--- src/rtl/cpu_pkg.sv ---
// cpu_pkg: shared pipeline widths, memory-stage FSM states and EX/MEM control bundle
package cpu_pkg;
  localparam int DATA_W = 16;
  localparam int REG_W = 4;
  typedef enum logic [1:0] {IDLE, WAIT, FAULT} mem_state_e;
  typedef struct packed {
    logic             valid;
    logic             reg_write;
    logic             mem_read;
    logic             mem_write;
    logic [REG_W-1:0] dst_reg;
  } mem_ctl_t;
endpackage

--- src/rtl/dmem_handshake.sv ---
// dmem_handshake: req/ack FSM with bounded wait counter, stall and sticky fault generation
module dmem_handshake #(
  parameter int TIMEOUT = 15
) (
  input  logic clk,
  input  logic rst_n,
  input  logic hlt,
  input  logic memop,
  input  logic dm_ack,
  output logic dm_req,
  output logic mem_stall,
  output logic mem_fault
);
  import cpu_pkg::*;
  mem_state_e state_q, state_d;
  logic [7:0] cnt_q, cnt_d;
  always_comb begin
    dm_req    = memop && state_q != FAULT;
    mem_stall = (dm_req && !dm_ack) || state_q == FAULT;
    mem_fault = state_q == FAULT;
    // counter holds the number of unacked request cycles seen so far
    cnt_d     = (dm_req && !dm_ack) ? cnt_q + 8'd1 : 8'd0;
    state_d   = state_q == IDLE ? ((memop && !dm_ack) ? WAIT : IDLE) :
                state_q == WAIT ? (dm_ack ? IDLE : (cnt_q == 8'(TIMEOUT)) ? FAULT : WAIT) :
                FAULT;
  end
  always_ff @(posedge clk or negedge rst_n) begin
    if (!rst_n) begin
      state_q <= IDLE;
      cnt_q   <= '0;
    end else if (!hlt) begin
      state_q <= state_d;
      cnt_q   <= cnt_d;
    end
  end
endmodule

--- src/rtl/mem_stage.sv ---
// mem_stage: EX/MEM and MEM/WB pipeline latches around the data-memory handshake
module mem_stage #(
  parameter int DATA_W  = 16,
  parameter int REG_W   = 4,
  parameter int TIMEOUT = 15
) (
  input  logic              clk,
  input  logic              rst_n,
  input  logic              hlt,
  input  logic              ex_valid,
  input  logic [DATA_W-1:0] ex_alu_result,
  input  logic [DATA_W-1:0] ex_store_data,
  input  logic              ex_mem_read,
  input  logic              ex_mem_write,
  input  logic              ex_reg_write,
  input  logic [REG_W-1:0]  ex_dst_reg,
  output logic              mem_stall,
  output logic [DATA_W-1:0] MEM_alu_result,
  output logic              dm_req,
  output logic              dm_we,
  output logic [DATA_W-1:0] dm_addr,
  output logic [DATA_W-1:0] dm_wdata,
  input  logic [DATA_W-1:0] dm_rdata,
  input  logic              dm_ack,
  output logic              wb_valid,
  output logic              wb_reg_write,
  output logic [REG_W-1:0]  wb_dst_reg,
  output logic [DATA_W-1:0] wb_data,
  output logic              mem_fault
);
  import cpu_pkg::*;
  mem_ctl_t          m_ctl_q, m_ctl_d;
  logic [DATA_W-1:0] m_alu_q, m_st_q, wb_data_q, wb_data_d;
  logic              wb_valid_q, wb_valid_d, wb_rw_q, wb_rw_d, memop;
  logic [REG_W-1:0]  wb_dst_q, wb_dst_d;
  always_comb begin
    m_ctl_d    = ex_valid ? mem_ctl_t'{valid: 1'b1, reg_write: ex_reg_write, mem_read: ex_mem_read,
                                       mem_write: ex_mem_write, dst_reg: ex_dst_reg} : '0;
    wb_valid_d = !mem_stall && m_ctl_q.valid;
    wb_rw_d    = !mem_stall && m_ctl_q.reg_write;
    wb_dst_d   = mem_stall ? '0 : m_ctl_q.dst_reg;
    wb_data_d  = mem_stall ? '0 : m_ctl_q.mem_read ? dm_rdata : m_alu_q;
  end
  assign memop          = m_ctl_q.valid && (m_ctl_q.mem_read || m_ctl_q.mem_write);
  assign dm_we          = m_ctl_q.mem_write && !m_ctl_q.mem_read;
  assign dm_addr        = m_alu_q;
  assign dm_wdata       = m_st_q;
  assign MEM_alu_result = m_alu_q;
  assign wb_valid       = wb_valid_q;
  assign wb_reg_write   = wb_rw_q;
  assign wb_dst_reg     = wb_dst_q;
  assign wb_data        = wb_data_q;
  dmem_handshake #(.TIMEOUT(TIMEOUT)) u_hs (
    .clk       (clk),
    .rst_n     (rst_n),
    .hlt       (hlt),
    .memop     (memop),
    .dm_ack    (dm_ack),
    .dm_req    (dm_req),
    .mem_stall (mem_stall),
    .mem_fault (mem_fault)
  );
  always_ff @(posedge clk or negedge rst_n) begin
    if (!rst_n) begin
      m_ctl_q    <= '0;
      m_alu_q    <= '0;
      m_st_q     <= '0;
      wb_valid_q <= 1'b0;
      wb_rw_q    <= 1'b0;
      wb_dst_q   <= '0;
      wb_data_q  <= '0;
    end else if (!hlt) begin
      if (!mem_stall) begin
        m_ctl_q <= m_ctl_d;
        m_alu_q <= ex_alu_result;
        m_st_q  <= ex_store_data;
      end
      wb_valid_q <= wb_valid_d;
      wb_rw_q    <= wb_rw_d;
      wb_dst_q   <= wb_dst_d;
      wb_data_q  <= wb_data_d;
    end
  end
endmodule

--- config.mk ---
export PLATFORM = sky130hd
export DESIGN_NAME = mem_stage
export DESIGN_NICKNAME = d
export VERILOG_FILES = /design/src/rtl/cpu_pkg.sv /design/src/rtl/dmem_handshake.sv /design/src/rtl/mem_stage.sv
export SDC_FILE = /design/constraint.sdc
export NUM_CORES = 1
export LEC_CHECK = 0
export CORE_UTILIZATION = 46
export CTS_CLUSTER_DIAMETER = 30
export CTS_CLUSTER_SIZE = 14
export DETAILED_ROUTE_END_ITERATION = 12
export GPL_TIMING_DRIVEN = 1
export PLACE_DENSITY = 0.85
export SYNTH_ARGS = -nofsm -noshare
export SYNTH_HDL_FRONTEND = slang
export SYNTH_SLANG_ARGS = --single-unit
export TNS_END_PERCENT = 10
--- constraint.sdc ---
create_clock -name clk -period 3 [get_ports clk]
set_input_delay 0.6 -clock clk [delete_from_list [all_inputs] [get_ports clk]]
set_output_delay 0.6 -clock clk [all_outputs]
set_load 0.02 [all_outputs]
==> results of run 1 <==
-- critical path, cell delays in order, from the launching register on --
cell	delay [ns]
dfrtp_1	0.37
nor2b_1	0.53
a21oi_4	0.05
clkinv_1	0.10
clkdlybuf4s50_1	0.60
-- stage by stage --
| step | instance area (sq um) | std cells | total power, mW | hold WS, ns | utilization |
|---|---|---|---|---|---|
| detailed placement | 4550 | 480 | 2.08 | 0.468 | 0.666 |
| CTS | 4770 | 495 | 2.92 | 0.413 | 0.699 |
| global route | 4770 | 495 | 3.02 | 0.453 | 0.699 |
| finish | 4770 | 495 | 2.90 | 0.369 | 0.699 |
| global placement | 4550 | 480 | 2.05 | 0.460 | 0.666 |
| floorplan | 3260 | 277 | 1.66 | 0.304 | - |
-- final cells by class --
class                           instances  area share
Multi-Input combinational cell        170       0.260
Sequential cell                        72       0.378
Tap cell                               96      0.0252
Timing Repair Buffer                  139       0.289
Inverter                                3     0.00236
Clock buffer                           10      0.0288
Clock inverter                          5      0.0170
-- Yosys cell counts (all sizes together) --
cell     n
o21ai   20
a21o     1
and3     1
nor2b    2
nand4    1
dfrtp   72
nor3b    1
ha       1
nand3b   1
clkinv   1
inv      2
nand3    4
nor3     2
xnor2    2
o31ai   16
a211o    1
o22a     1
nand2   48
a211oi   1
nor2     7
a21oi    3
o21a     1
mux2    34
nand2b   1
nor4     4
mux2i   17
buf     25
clkbuf   7
-- per-layer routing --
| metal | up-vias | global-route usage | share of wire |
|---|---|---|---|
| met2 | 99 | 0.343 | 0.48 |
| met5 | - | 0 | 0 |
| met1 | 1189 | 0.265 | 0.43 |
| met3 | 10 | 0.0562 | 0.074 |
| met4 | 0 | 0.0818 | 0.015 |
| li1 | 1175 | - | - |
-- placed cells by master, fill, tap and decap left out, drive strengths merged, types with 2 or more instances in the layout --
| cell type | Yosys | routed |
|---|---|---|
| clkdlybuf4s50 | 0 | 131 |
| dfrtp | 72 | 72 |
| nand2 | 48 | 48 |
| mux2 | 34 | 34 |
| o21ai | 20 | 20 |
| mux2i | 17 | 17 |
| o31ai | 16 | 16 |
| clkbuf | 7 | 10 |
| buf | 25 | 8 |
| nor2 | 7 | 7 |
| nor4 | 4 | 4 |
| nand3 | 4 | 4 |
| a21oi | 3 | 3 |
| clkinv | 1 | 3 |
| nor2b | 2 | 2 |
| inv | 2 | 2 |
| nor3 | 2 | 2 |
| xnor2 | 2 | 2 |
| bufinv | 0 | 2 |
-- where the power goes --
| part | switching (mW) | leakage, nW | total [mW] | internal, mW |
|---|---|---|---|---|
| Sequential | 0.0946 | 0.890 | 1.19 | 1.10 |
| Clock | 0.359 | 0.108 | 0.846 | 0.486 |
| Combinational | 0.402 | 1.04 | 0.858 | 0.456 |
| Total | 0.856 | 2.04 | 2.90 | 2.04 |
-- kinds of logic after synthesis --
kind of cell / synth area share
fa+ha+maj: 0.00384
simple gates: 0.0944
flops: 0.553
xor+xnor: 0.00537
mux: 0.188
compound gates: 0.0879
buf+inv: 0.0679
-- worst max path at each step --
stage,startpoint,cells past startpoint,endpoint,slack (ns)
3_3_place_gp,dm_ack,5,mem_stall,0.46
2_1_floorplan,u_hs.state_q[1],5,mem_stall,1.12
4_1_cts,m_ctl_q[5],4,mem_stall,0.38
6_report,u_hs.state_q[1],4,mem_stall,0.41
5_1_grt,u_hs.state_q[0],4,mem_stall,0.29
3_5_place_dp,dm_ack,5,mem_stall,0.44
==> reports/metrics.cfg, run 1 <==
[floorplanning]
die_w_um = 86.2
die_area_sq_um = 7430
die_y_um = 86.2
io_pins = 134
coreArea_sq_um = 6830
initial_core_util = 0.477
num_rows = 30

[route]
wl_per_cell_um = 15.0
drt_wl_total_um = 7410
first_iter_violations = 142
via_per_inst = 5.00
postRouteAntennaNets = 0
drt_pre_antenna_iters = 4
drc_errors = 0
num_vias = 2473

[final_layout]
fillCellCount = 512
multiInputGateArea_sq_um = 1240
final_layout_size_suffix_gt1_frac = 0.148
area_growth_pct = 46.4
antenna_cells = 0
regArea_sq_um = 1800
fin_nets = 456

[placed_design]
gp_congestion = 0.799
portBuffers = 133
pre_cts_ws_ns = 0.439
place_hpwl_um = 5280

[logic_synthesis]
synth_largest_area_cell = dfrtp_1
ys_ff_latch = 72
syn-cell-area_sq_um = 3260
ys_types = 34
synthCells = 277
ys_top_cells_by_area = dfrtp_1 55%, mux2_4 7.4%, mux2_2 6.2%
synth_warnings = 0
syn_area_per_cell_sq_um = 11.8
synth-seq-area-share = 0.553
yosysTopAreaCellShare = 0.553
synth_nets = 338

[timing]
fmax_mhz = 386
slew_headroom = 0.403
fin_skew_ns = 0.00678
final_max_slew_viol_count = 0
tns_ns = 0
timing.final.crit_share = 0.863
finalHoldViolCount = 0
period_needed_ns = 2.59
tightest_slew_ns = 0.896
rsz0062_at_grt = no
fin_ws_ns = 0.412
setup_viol = 0

[clock_tree]
clock_latency_ns = 0.34
clk_pin_slew_ns = 0.07
ctsResizeCount = 0
cts_buffers = 9
cts-root-buf = clkbuf_8
cts_max_level = 3
clock-sinks = 72
cts_setup_buffers = 0
cts_tree = yes
holdBufCountCts = 0
clk_path_buf_depth = 2

[setup_path]
crit_required_ns = 2.40
r2r_setup_slack_ns = 0.78
start_kind = flop
critPathKind = flop to primary output
crit_arrival_ns = 1.99
critPathMaxFanout = 8
rr_endpoint = dm_wdata[8]
r2r_cells = 4
critPathCaptureType = primary output
rr_startpoint = u_hs.state_q[1]

[pwr]
ir_worst_vdd_uv = 440
p_per_area_nw_per_um2 = 607
p_leak_nw = 2.04

[grt]
antenna_found_initial = 0
gr-total-overflow = 0
grt_pass1_vias = 2482
grt_first_pass_wirelength_um = 12000
grt_start_max_net_pins = 73
grt_usage = 0.209

[run]
max-cap-violations = 0

[run_status]
status = complete, no violations

[min_path]
min_path_type = primary input to async pin

Power figures use the tool's default switching activity.
==> run 2: changes to the inputs <==
Settings changed: GPL_TIMING_DRIVEN 1 to default.
==> results of run 2 <==
Same layout as run 1: the final DEF is identical, and so are final timing and power.
